--- src/rtl/axi_frame_tx_pkg.sv ---
// Shared types and constants for the axi_frame_tx command-driven frame generator.
package axi_frame_tx_pkg;

    typedef enum logic [1:0] {
        IDLE = 2'd0,
        WAIT = 2'd1,
        SEND = 2'd2
    } state_e;

    localparam int unsigned FRAME_CNT_WIDTH = 16;

    localparam int unsigned DEF_DATA_WIDTH = 32;
    localparam int unsigned DEF_LEN_WIDTH  = 12;

    // cmd_tdata layout for the default widths: {len_m1, seed}
    localparam int unsigned LEN_LSB = DEF_DATA_WIDTH;
    localparam int unsigned LEN_MSB = DEF_DATA_WIDTH + DEF_LEN_WIDTH - 1;

endpackage

--- src/rtl/axi_frame_tx.sv ---
// AXI-Stream frame transmitter: one incrementing-pattern frame per command, launch gated by fifo_almost_full.
// Optional macro AXI_FRAME_TX_MIDFRAME_THROTTLE_EN also gates each non-last word on fifo_almost_full.
module axi_frame_tx
    import axi_frame_tx_pkg::*;
#(
    parameter int unsigned DATA_WIDTH = DEF_DATA_WIDTH,
    parameter int unsigned LEN_WIDTH  = DEF_LEN_WIDTH
) (
    input  logic                            clk,
    input  logic                            async_reset_n,
    input  logic                            cmd_tvalid,
    input  logic [LEN_WIDTH+DATA_WIDTH-1:0] cmd_tdata,
    output logic                            cmd_tready,
    input  logic                            fifo_almost_full,
    output logic                            m_axis_tvalid,
    output logic [DATA_WIDTH-1:0]           m_axis_tdata,
    output logic                            m_axis_tlast,
    input  logic                            m_axis_tready,
    output logic                            busy,
    output logic [FRAME_CNT_WIDTH-1:0]      frame_cnt
);

    localparam int unsigned CMD_LEN_LSB = DATA_WIDTH;

    state_e                       state_q, state_d;
    logic [LEN_WIDTH-1:0]         len_q, len_d;
    logic [DATA_WIDTH-1:0]        seed_q, seed_d;
    logic [LEN_WIDTH-1:0]         k_q, k_d;
    logic [LEN_WIDTH-1:0]         k_next;
    logic [DATA_WIDTH-1:0]        tdata_q, tdata_d;
    logic                         tvalid_q, tvalid_d;
    logic                         tlast_q, tlast_d;
    logic                         cmd_ready_q, cmd_ready_d;
    logic [FRAME_CNT_WIDTH-1:0]   frame_cnt_q, frame_cnt_d;

    always_ff @(posedge clk or negedge async_reset_n) begin
        if (!async_reset_n) begin
            state_q     <= IDLE;
            len_q       <= '0;
            seed_q      <= '0;
            k_q         <= '0;
            tdata_q     <= '0;
            tvalid_q    <= 1'b0;
            tlast_q     <= 1'b0;
            cmd_ready_q <= 1'b0;
            frame_cnt_q <= '0;
        end else begin
            state_q     <= state_d;
            len_q       <= len_d;
            seed_q      <= seed_d;
            k_q         <= k_d;
            tdata_q     <= tdata_d;
            tvalid_q    <= tvalid_d;
            tlast_q     <= tlast_d;
            cmd_ready_q <= cmd_ready_d;
            frame_cnt_q <= frame_cnt_d;
        end
    end

    always_comb begin
        state_d     = state_q;
        len_d       = len_q;
        seed_d      = seed_q;
        k_d         = k_q;
        tdata_d     = tdata_q;
        tvalid_d    = tvalid_q;
        tlast_d     = tlast_q;
        frame_cnt_d = frame_cnt_q;
        k_next      = k_q + LEN_WIDTH'(1);

        case (state_q)
            IDLE: begin
                if (cmd_tvalid && cmd_ready_q) begin
                    len_d   = cmd_tdata[CMD_LEN_LSB +: LEN_WIDTH];
                    seed_d  = cmd_tdata[DATA_WIDTH-1:0];
                    k_d     = '0;
                    state_d = WAIT;
                end
            end
            WAIT: begin
                if (!fifo_almost_full) begin
                    tdata_d  = seed_q;
                    tvalid_d = 1'b1;
                    tlast_d  = (len_q == '0);
                    state_d  = SEND;
                end
            end
            SEND: begin
                if (tvalid_q && m_axis_tready) begin
                    if (tlast_q) begin
                        tvalid_d    = 1'b0;
                        tlast_d     = 1'b0;
                        frame_cnt_d = frame_cnt_q + FRAME_CNT_WIDTH'(1);
                        state_d     = IDLE;
                    end else begin
                        k_d     = k_next;
                        tdata_d = seed_q + DATA_WIDTH'(k_next);
                        tlast_d = (k_next == len_q);
`ifdef AXI_FRAME_TX_MIDFRAME_THROTTLE_EN
                        tvalid_d = !fifo_almost_full;
`endif
                    end
                end
`ifdef AXI_FRAME_TX_MIDFRAME_THROTTLE_EN
                // Throttled word is already loaded in tdata_q; just re-present it.
                else if (!tvalid_q && !fifo_almost_full) begin
                    tvalid_d = 1'b1;
                end
`endif
            end
            default: state_d = IDLE;
        endcase

        cmd_ready_d = (state_d == IDLE);
    end

    assign cmd_tready    = cmd_ready_q;
    assign m_axis_tvalid = tvalid_q;
    assign m_axis_tdata  = tdata_q;
    assign m_axis_tlast  = tlast_q;
    assign busy          = (state_q != IDLE);
    assign frame_cnt     = frame_cnt_q;

endmodule

--- config.mk ---
export PLATFORM = sky130hd
export DESIGN_NAME = axi_frame_tx
export DESIGN_NICKNAME = d
export VERILOG_FILES = /design/src/rtl/axi_frame_tx_pkg.sv /design/src/rtl/axi_frame_tx.sv
export SDC_FILE = /design/constraint.sdc
export NUM_CORES = 1
export LEC_CHECK = 0
export CORE_UTILIZATION = 35
export DETAILED_ROUTE_END_ITERATION = 16
export PLACE_DENSITY_LB_ADDON = 0.05
export SYNTH_ARGS = -nofsm -noshare
export SYNTH_HDL_FRONTEND = slang
export SYNTH_SLANG_ARGS = --single-unit
--- constraint.sdc ---
create_clock -name clk -period 2.7 [get_ports clk]
set_input_delay 0.675 -clock clk [delete_from_list [all_inputs] [get_ports clk]]
set_output_delay 0.675 -clock clk [all_outputs]
set_load 0.02 [all_outputs]
; Word-level counts from Yosys, hierarchy flattened
; Index checks and enable logic that the tools add are counted.
; W data, S select, Z words.
[word_totals]
ram_bits = 0
register_bits = 109
latch_bits = 0
in_bits = 49
out_inout_bits = 52
n_memories = 0
mem_bits_ro = 0
[op_classes]
magnitude_cmp = 0
n_div = 0
addsub = 3
muxes = 21
mul = 0
eq_ne = 8
n_shift = 0
n_reduce_logical = 14
bitwise = 0
[ops]
columns = op, count
row1 = $mux W32, 3
row2 = $pmux W32 S2, 1
row3 = $mux W12, 3
row4 = $add A32 B12 Y32, 1
row5 = $pmux W12 S2, 1
row6 = $add A16 B1 Y16 const B, 1
row7 = $add A12 B1 Y12 const B, 1
row8 = $eq A12 B12 Y1, 1
row9 = $logic_not A12 Y1, 1
row10 = $reduce_and A4 Y1, 3
row11 = $ne A2 B2 Y1 const B, 5
row12 = $mux W2, 4
row13 = $mux W1, 6
row14 = $pmux W2 S3, 1
row15 = $reduce_and A3 Y1, 2
row16 = $reduce_bool A2 Y1, 3
row17 = $logic_not A2 Y1, 2
row18 = $pmux W1 S2, 2
row19 = $eq A2 B1 Y1 const B, 1
row20 = $eq A2 B2 Y1 const B, 1
row21 = $logic_and A1 B1 Y1, 2
row22 = $reduce_and A2 Y1, 1

; Depth between registers and ports, before layout
[logic_depth]
word_depth = 5
depth_mapped = 12

; Worst setup path after synthesis
; No wires, ideal clock.
[synth_timing]
path_type = register to register
startpoint = reg k_q[0]
endpoint = reg tdata_q[19], in the netlist m_axis_tdata[19]
path_stages_with_launch = 13
arrival_ns = 2.694
synth_period_minus_slack_ns = 2.818
setup_slack_ns = -0.118
setup_time_ns = 0.125
n_path_buf = 1
cell_sequence = dfrtp_1 -> ha_1 -> and4_1 -> and3_1 -> xor2_1 -> ha_1 -> buf_6 -> a21o_1 -> a21oi_4 -> o211ai_4 -> o211ai_1 -> xnor2_1 -> mux2_2
[synth_via]
elab_chain_len = 5
[synth_lines]
columns = item, line
row1 = start: declaration, axi_frame_tx.sv:28  ; logic [LEN_WIDTH-1:0] k_q, k_d;
row2 = start signal: assignment, axi_frame_tx.sv:51  ; k_q <= k_d;
row3 = $add A12 B1 Y12, axi_frame_tx.sv:69  ; k_next = k_q + LEN_WIDTH'(1);
row4 = $add A32 B12 Y32, axi_frame_tx.sv:97  ; tdata_d = seed_q + DATA_WIDTH'(k_next);
row5 = $mux W32, axi_frame_tx.sv:90  ; if (tlast_q) begin
row6 = $mux W32, axi_frame_tx.sv:89  ; if (tvalid_q && m_axis_tready) begin
row7 = $pmux W32 S2, axi_frame_tx.sv:71  ; case (state_q)
row8 = end signal: assignment, axi_frame_tx.sv:52  ; tdata_q <= tdata_d;
row9 = end: declaration, axi_frame_tx.sv:30  ; logic [DATA_WIDTH-1:0] tdata_q, tdata_d;
; Every way passes these cells. The select of a mux whose other input is x is not followed.
; A chain may end at the register's enable or synchronous reset.

; Worst setup path after layout
[layout_timing]
startpoint = reg k_q[1]
endpoint = reg tdata_q[23], in the netlist m_axis_tdata[23]
; Same word-level chain as after synthesis.

==> qor.tcl <==
set qor(path_clk_slew_ps) 80
set qor(synth_cells) 576
set qor(final.fill_count) 1552
set qor(cp_cell_sequence) {ha_4 > and4_1 > and3_4 > xor2_2 > ha_1 > a21o_1 > a21oi_4 > buf_12 > o211ai_2 > o211ai_1 > xor2_1 > o21ai_1}
set qor(finalCritPeriodShare) 1.02
set qor(synth_top_area_frac) 0.447
set qor(failed_checks) {setup timing}
set qor(starting_density_of_the_core) 0.362
set qor(port_buffers) 100
set qor(cpPeakStageDelay_ps) 480
set qor(die_width_um) 134
set qor(finalMaxSlewViolations) 0
set qor(multi_input_area_um2) 3550
set qor(synth_area_per_cell_um2) 10.6
set qor(dieHeight_um) 134
set qor(routed_wl_um) 16900
set qor(post-place-cells) 954
set qor(hold_buffers) 0
set qor(yosys_register_bits) 109
set qor(fin_skew_ps) 17.8
set qor(synth-main-ff-cell) {sky130_fd_sc_hd__dfrtp_1}
set qor(htree_num_levels) 3
set qor(routed_via_count) 5044
set qor(nNetsFinal) 828
set qor(cp.arrival_ps) 3000
set qor(grt_start_max_net_pins) 48
set qor(worst_setup_path_end_kind) {flop}
set qor(rsz0062_at_grt) {yes}
set qor(synth_top_cells_by_count) {109 x sky130_fd_sc_hd__dfrtp_1, 61 x sky130_fd_sc_hd__nand2_1, 44 x sky130_fd_sc_hd__mux2_2, 41 x sky130_fd_sc_hd__o21ai_0, 32 x sky130_fd_sc_hd__xnor2_1}
set qor(pin_count) 101
set qor(hpwlAfterDp_um) 12500
set qor(globalRoute.totalOverflow) 0
set qor(timing_worst_setup_path_type) {flop to flop}
set qor(hold_viol) 0
set qor(max_slew_margin) 0.610
set qor(clkSinkCount) 109
set qor(layout.cells.non_filler) 987
set qor(drt_first_pass_iters) 4
set qor(cts_max_path_buffers) 2
set qor(reg2reg_slack_ps) -70
set qor(leakage_nw) 3.73
set qor(synthesis.nets) 642
set qor(core_um2) 16800
set qor(initialDrtViolationCount) 172
set qor(status) {finished, violations left}
set qor(globalplace.congestion) 0.852
set qor(detail_route.vias_per_cell) 5.11
set qor(register_area_um2) 2730
set qor(gr-usage-all-layers) 0.195
set qor(vdd.ir_drop.worst_mv) 0.535
set qor(number_of_synthesized_flops_with_an_enable_pin) 0
set qor(syn2layout_area_growth_pct) 43.1
set qor(asyncSetResetFlopFracSynth) 1.00
set qor(root_buffer) {sky130_fd_sc_hd__clkbuf_16}
set qor(synth.yosys.warnings) 0
set qor(maxCapViolCount) 0
set qor(drc) 0
set qor(grt_first_pass_wirelength_um) 27000
set qor(worst-endpoint-required_ps) 2940
set qor(critical-path-slowest-cell) {sky130_fd_sc_hd__dfrtp_2}
set qor(worstMarginPinSlew_ps) 585
set qor(final_layout_size_suffix_gt1_frac) 0.295
set qor(later_pin_clock_latency_in_the_skew_report_ps) 360
set qor(antenna-diode-count) 0
set qor(power_density_over_the_cells_nw_per_um2) 916
set qor(synthDominantAreaCellType) {sky130_fd_sc_hd__dfrtp_1}
set qor(setup_total_negative_slack_ps) -332
set qor(min_path_type) {input port to async pin}
set qor(post_synth_num_cell_types) 64
set qor(first_global_vias) 5074
set qor(final_critical_path_setup_slack_ps) -65.7
set qor(preCtsSetupSlack_ps) -176
set qor(antenna_violating_nets_post_route) 0
set qor(utilization) 0.519
set qor(antenna_found_initial) 0
set qor(design.die.area_um2) 17900
set qor(worst_setup_path_start_kind) {flop}
set qor(yosys-top-cells-area) {sky130_fd_sc_hd__dfrtp_1 45%, sky130_fd_sc_hd__mux2_2 8.1%, sky130_fd_sc_hd__xnor2_1 4.6%}
set qor(fin_crit_ps) 2770
set qor(maxClockFrequency_ghz) 0.362
set qor(synthMostInstantiatedCell) {sky130_fd_sc_hd__dfrtp_1}
set qor(routed_wire_length_per_instance_um) 17.2
set qor(core.rowCount) 47
set qor(design_area_um2) 8720
set qor(finalSetupViolations) 9
set qor(cts_buffers) 9
set qor(crit_fanout) 6
set qor(syn_area_um2) 6100
set qor(fraction_of_the_yosys_area_taken_by_sequential_cells) 0.447
set qor(cts_tree) {built}
set qor(postPlaceCellArea_um2) 7940
[per-stage QoR]
| step | hold WS (ps) | power [mW] |
|---|---|---|
| final | 284 | 8.00 |
| after global placement | 454 | 6.37 |
| after CTS | 296 | 7.95 |
| after detailed placement | 471 | 6.44 |
| after floorplan | 379 | 4.93 |
| after global routing | 312 | 8.53 |
[where the power goes]
| group | switching (mW) | internal, mW |
|---|---|---|
| Sequential | 0.698 | 2.26 |
| Clock | 0.628 | 0.817 |
| Combinational | 1.76 | 1.83 |
| Total | 3.08 | 4.91 |
[routing by layer]
| metal | up-vias | share of wire | GRT usage |
|---|---|---|---|
| met3 | 17 | 0.043 | 0.0355 |
| met5 | - | 0 | 0 |
| met2 | 115 | 0.45 | 0.309 |
| li1 | 2449 | - | - |
| met4 | 0 | 0.018 | 0.0606 |
| met1 | 2463 | 0.48 | 0.271 |
[area by class of cell]
class / instances / share of cell area
Inverter: 11 / 0.00473
Clock buffer: 9 / 0.0258
Multi-Input combinational cell: 436 / 0.407
Timing Repair Buffer: 195 / 0.207
Tap cell: 220 / 0.0316
Clock inverter: 7 / 0.0109
Sequential cell: 109 / 0.313
[worst paths after layout]
check,endpoint,cells past startpoint,start
min in group clk,frame_cnt[15],1,frame_cnt[15]
max in group asynchronous,seed_q[18],2,async_reset_n
worst min-delay path,m_axis_tdata[8],1,async_reset_n
worst max register to register,m_axis_tdata[23],12,k_q[1]
worst max-delay path,m_axis_tdata[23],12,k_q[1]
worst min register to register,frame_cnt[15],1,frame_cnt[15]
[sequential cells by signal, indices dropped and copies added, names as in the netlist]
register,flops
m_axis_tvalid,1
m_axis_tdata,32
m_axis_tlast,1
seed_q,32
frame_cnt,16
len_q,12
state_q,2
k_q,12
cmd_tready,1
[cell usage in the layout, fill, tap and decap left out, drive strengths merged, types with 6 or more instances in the layout]
cell type	n
dfrtp	109
clkdlybuf4s50	99
buf	96
nand2	62
o21ai	57
mux2	44
xnor2	32
nor2	31
xor2	24
a21oi	20
nand3	18
ha	16
inv	13
nor3	13
a211oi	13
nand4	11
mux2i	10
and3	10
clkbuf	9
o211ai	9
nand2b	7
a21o	6
and4	6
[cells by family (layout without fill, tap and decap cells)]
logic type	Yosys count	in the layout	synth area share
fa+ha+maj	17	17	0.0361
simple gates	176	177	0.161
mux	54	54	0.0977
compound gates	130	131	0.147
flops	109	109	0.447
buf+inv	33	222	0.0265
xor+xnor	57	57	0.0842
[critical path: cells and delay by family (launching register included)]
family / cells / cell delay, ps
AOI/OAI and AO/OA: 5 / 840
adders and majority gates: 2 / 500
DFF: 1 / 480
xor gates and xnor gates: 2 / 360
and+or+nand+nor: 2 / 340
buffers and inverters: 1 / 140
[what timing repair did]
item | CTS | global route
gates resized for setup | 22 | 33
pin swaps | 10 | 16
gates cloned | 1 | 1
setup endpoints to repair | 25 | 26
buffers inserted | 8 | 8
No activity file was read; power rests on OpenSTA's default activity.
